### src/rtl/sub_div_ctrl.sv
// rtl/sub_div_ctrl.sv - restoring-by-subtraction 4-bit divider controller driving an external subtractor
module sub_div_ctrl (
    input  logic       clk,
    input  logic       rst_n,
    input  logic       start,
    input  logic [3:0] A,
    input  logic [3:0] B,
    output logic [3:0] sub_a,
    output logic [3:0] sub_b,
    input  logic [3:0] sub_y,
    output logic       busy,
    output logic       done,
    output logic [3:0] Q,
    output logic [3:0] R,
    output logic       div_by_zero
);

    typedef enum logic [1:0] {
        S_IDLE = 2'd0,
        S_CALC = 2'd1,
        S_DONE = 2'd2
    } state_t;

    state_t     r_state;
    state_t     w_next_state;
    logic [3:0] r_rem;
    logic [3:0] r_div;
    logic [3:0] r_quot;
    logic       r_dbz;
    logic       w_accept;
    logic       w_zero_div;
    logic       w_ge;

    assign w_accept   = (r_state == S_IDLE) && start;
    assign w_zero_div = (B == 4'd0);
    assign w_ge       = (r_rem >= r_div);

    // State register
    always_ff @(posedge clk or negedge rst_n) begin
        if (!rst_n) begin
            r_state <= S_IDLE;
        end else begin
            r_state <= w_next_state;
        end
    end

    // Next-state logic
    always_comb begin
        w_next_state = r_state;
        case (r_state)
            S_IDLE: begin
                if (start) begin
                    w_next_state = w_zero_div ? S_DONE : S_CALC;
                end
            end
            S_CALC: begin
                if (!w_ge) begin
                    w_next_state = S_DONE;
                end
            end
            S_DONE:  w_next_state = S_IDLE;
            default: w_next_state = S_IDLE;
        endcase
    end

    // Output logic
    always_comb begin
        busy = 1'b0;
        done = 1'b0;
        case (r_state)
            S_CALC: busy = 1'b1;
            S_DONE: begin
                busy = 1'b1;
                done = 1'b1;
            end
            default: begin
                busy = 1'b0;
                done = 1'b0;
            end
        endcase
    end

    // Datapath; a zero divisor skips CALC and reports an all-ones quotient
    always_ff @(posedge clk or negedge rst_n) begin
        if (!rst_n) begin
            r_rem  <= 4'd0;
            r_div  <= 4'd0;
            r_quot <= 4'd0;
            r_dbz  <= 1'b0;
        end else if (w_accept) begin
            r_rem  <= A;
            r_div  <= B;
            r_quot <= w_zero_div ? 4'hF : 4'd0;
            r_dbz  <= w_zero_div;
        end else if ((r_state == S_CALC) && w_ge) begin
            r_rem  <= sub_y;
            r_quot <= r_quot + 4'd1;
        end
    end

    assign sub_a       = r_rem;
    assign sub_b       = r_div;
    assign Q           = r_quot;
    assign R           = r_rem;
    assign div_by_zero = r_dbz;

endmodule

### config.mk
export PLATFORM = sky130hd
export DESIGN_NAME = sub_div_ctrl
export DESIGN_NICKNAME = d
export VERILOG_FILES = /design/src/rtl/sub_div_ctrl.sv
export SDC_FILE = /design/constraint.sdc
export NUM_CORES = 1
export LEC_CHECK = 0
export CAP_MARGIN = 5
export CELL_PAD_IN_SITES_DETAIL_PLACEMENT = 1
export CELL_PAD_IN_SITES_GLOBAL_PLACEMENT = 2
export CORE_AREA = 3 3 46 90
export DETAILED_ROUTE_END_ITERATION = 8
export DIE_AREA = 0 0 49 93
export GPL_TIMING_DRIVEN = 1
export PLACE_DENSITY_LB_ADDON = 0.1
export SLEW_MARGIN = 40
export SYNTH_ARGS = -nofsm -noshare
export SYNTH_HDL_FRONTEND = slang
export SYNTH_SLANG_ARGS = --single-unit
### constraint.sdc
create_clock -name clk -period 3.6 [get_ports clk]
set_input_delay 0.72 -clock clk [delete_from_list [all_inputs] [get_ports clk]]
set_output_delay 0.72 -clock clk [all_outputs]
set_load 0.01 [all_outputs]
==> summary.txt <==
Worst hold path
  – Worst Hold Class: primary input to async pin

Clocking
  – Resized cells post-CTS: 0
  – TritonCTS clock tree: done
  – Post-CTS setup buffers: 0
  – Maximum clock path buffer count: 2
  – CTS clk-pin slew, worst paths: 70 ps
  – CTS Buf Count: 3
  – Clock root buffer master: clkbuf_8
  – Clk sink count: 15
  – Htree depth: 1
  – Worst-Skew Late Latency: 250 ps
  – Hold_buf cts: 0

Floorplan
  – Chip width: 49 um
  – Core ar.: 3610 um^2
  – Rows: 31
  – Die height: 93 um
  – Top Ports: 34
  – Initial Util: 0.259
  – Full die area: 4560 um^2

Final layout
  – Most common cell after layout, fill and taps aside: clkdlybuf4s50_1
  – Commonest cells after routing, fill and taps aside: clkdlybuf4s50_1 (32), dfrtp_1 (15), nand2_1 (10)
  – Area Growth Syn to Fin: 40.8%
  – Final non-filler cell total: 181
  – Layout cells sized above 1: 0.0833
  – N_diodes: 0
  – Total Nets Final: 156
  – Core Util, Final: 0.365
  – FILL cells: 443

Global route
  – Vias in the first global route: 927
  – Antenna violations before repair: 0
  – First-pass GRT wire length: 4.76 mm
  – Largest net degree at the start of global routing: 16
  – Gr ovfl total: 0
  – Tot GR Track Use: 0.138

Timing
  – RSZ-0062 raised after global routing: false
  – Rel. slew slack: 0.634
  – Worst-Margin Slew: 545 ps
  – Hold Violations, Final: 0
  – Max-slew violations: 0
  – Final setup vio count: 0
  – Period utilization: 0.621
  – WHS: 377 ps
  – Setup TNS: 0 ps
  – Final setup margin: 1370 ps
  – Post-layout minimum cycle time: 2230 ps
  – Final Skew: 3.11 ps
  – Fmax: 448 MHz

Setup path
  – CP max-delay cell: clkdlybuf4s50_1
  – CP Capture Type: output pin
  – Crit Path Max Fanout: 3
  – CP required: 2880 ps
  – Worst path cell trace: inv_1, ha_1, clkdlybuf4s50_1
  – CP startpoint: r_state[0]
  – R2r startpoint: r_state[1]
  – Max incr delay on CP: 530 ps
  – WS Path Type: flop to output pin
  – Critical Path Start Type: flop
  – Arrival time worst endpoint: 1510 ps

Flow run
  – Max-Cap Viols: 0

Pwr
  – PwrDens: 970 nW/um^2
  – Static Leak: 0.547 nW
  – Worst vdd ir: 384 uV

Placement
  – Post-Place Cells: 177
  – Hpwl dp: 2.22 mm
  – Gpl congestion: 0.755
  – Pre-CTS setup slack: 1130 ps
  – PortBufs: 33

Routing
  – Residual DRC: 0
  – Post-DRT Antenna Nets: 0
  – Routed vias/inst: 4.98
  – Pre-antenna DRT Iters: 4
  – Average routed wire per standard cell: 16.2 um
  – DRT iter0 DRCs: 20
  – Via count: 902
  – Post-Route WL: 2.93 mm

Logic synthesis
  – Synthesis-stage register bit count: 15
  – Warnings from Yosys: 0
  – Avg Cell Area, Syn: 8.99 um^2
  – Post-synthesis cell count: 104
  – Mapped Nets: 127
  – Seq/Total Area, Yosys: 0.402
  – Mapped cell area: 935 um^2
  – Netlist cell types: 29

Outcome
  – Outcome: complete, no violations
-- layer usage --
metal | wire length, um | vias to the layer above | global-route usage | share of wire
met5 | 0 | - | 0 | 0
met4 | 48 | 0 | 0.0570 | 0.016
met3 | 88 | 4 | 0.0255 | 0.030
met2 | 1600 | 25 | 0.250 | 0.55
met1 | 1190 | 442 | 0.155 | 0.41
li1 | - | 431 | - | -
-- through the flow --
stage	power, mW	cell area (um^2)
after detailed placement	1.14	1270
after CTS	1.30	1320
final	1.28	1320
after global routing	1.39	1320
after floorplan	0.817	935
after global placement	1.14	1270
-- cells in the mapped netlist (all sizes together) --
master	n	area (um^2)
dfrtp	15	375
nand2	10	37.5
inv	9	33.8
ha	8	100
a31oi	7	43.8
o31ai	7	52.6
buf	6	40.0
nand4	6	37.5
nor2	6	22.5
nor3	6	35.0
o21ai	5	25.0
clkbuf	3	11.3
or4	3	26.3
a21oi	2	10.0
and2	2	15.0
a211oi	1	7.51
a22o	1	10.0
and3	1	6.26
nand3	1	5.00
nor2b	1	6.26
o21a	1	7.51
o32ai	1	8.76
or2	1	6.26
or3	1	11.3
-- worst paths after layout --
kind / to / slack [ps] / cells after the start
setup / recovery: busy / 1370 / 3
hold / removal: R[3] / 380 / 1
setup reg to reg: Q[0] / 1620 / 5
hold reg to reg: div_by_zero / 500 / 2
max in group asynchronous: Q[2] / 2950 / 1
min in group clk: div_by_zero / 500 / 2
-- critical path, delay by kind of cell (launching register included) --
family / cells / cell delay, ps
buffers and inverters: 2 / 600
DFF: 1 / 390
adders and majority gates: 1 / 270
-- final cells by class --
| type | instances | area, um^2 | share of cell area |
|---|---|---|---|
| clock buffers | 3 | 41.3 | 0.0314 |
| clock inverters | 1 | 5.00 | 0.00380 |
| inverters | 9 | 33.8 | 0.0257 |
| multi-input cells | 71 | 474 | 0.360 |
| flip-flops and latches | 15 | 375 | 0.285 |
| well taps | 49 | 61.3 | 0.0466 |
| repair buffers | 33 | 325 | 0.247 |
-- cells by family after synthesis --
logic type / synth area share
buf+inv: 0.0910
simple gates: 0.224
fa+ha+maj: 0.107
compound gates: 0.177
flops: 0.402
-- power by group --
group / internal, mW / switching (mW)
logic: 0.366 / 0.438
registers: 0.250 / 0.0749
clock network: 0.0769 / 0.0704
-- registers in the layout, summed over array words and instances (netlist names) --
signal,count
Q,4
R,4
sub_b,4
div_by_zero,1
r_state,2
No activity file was read; power rests on OpenSTA's default activity.
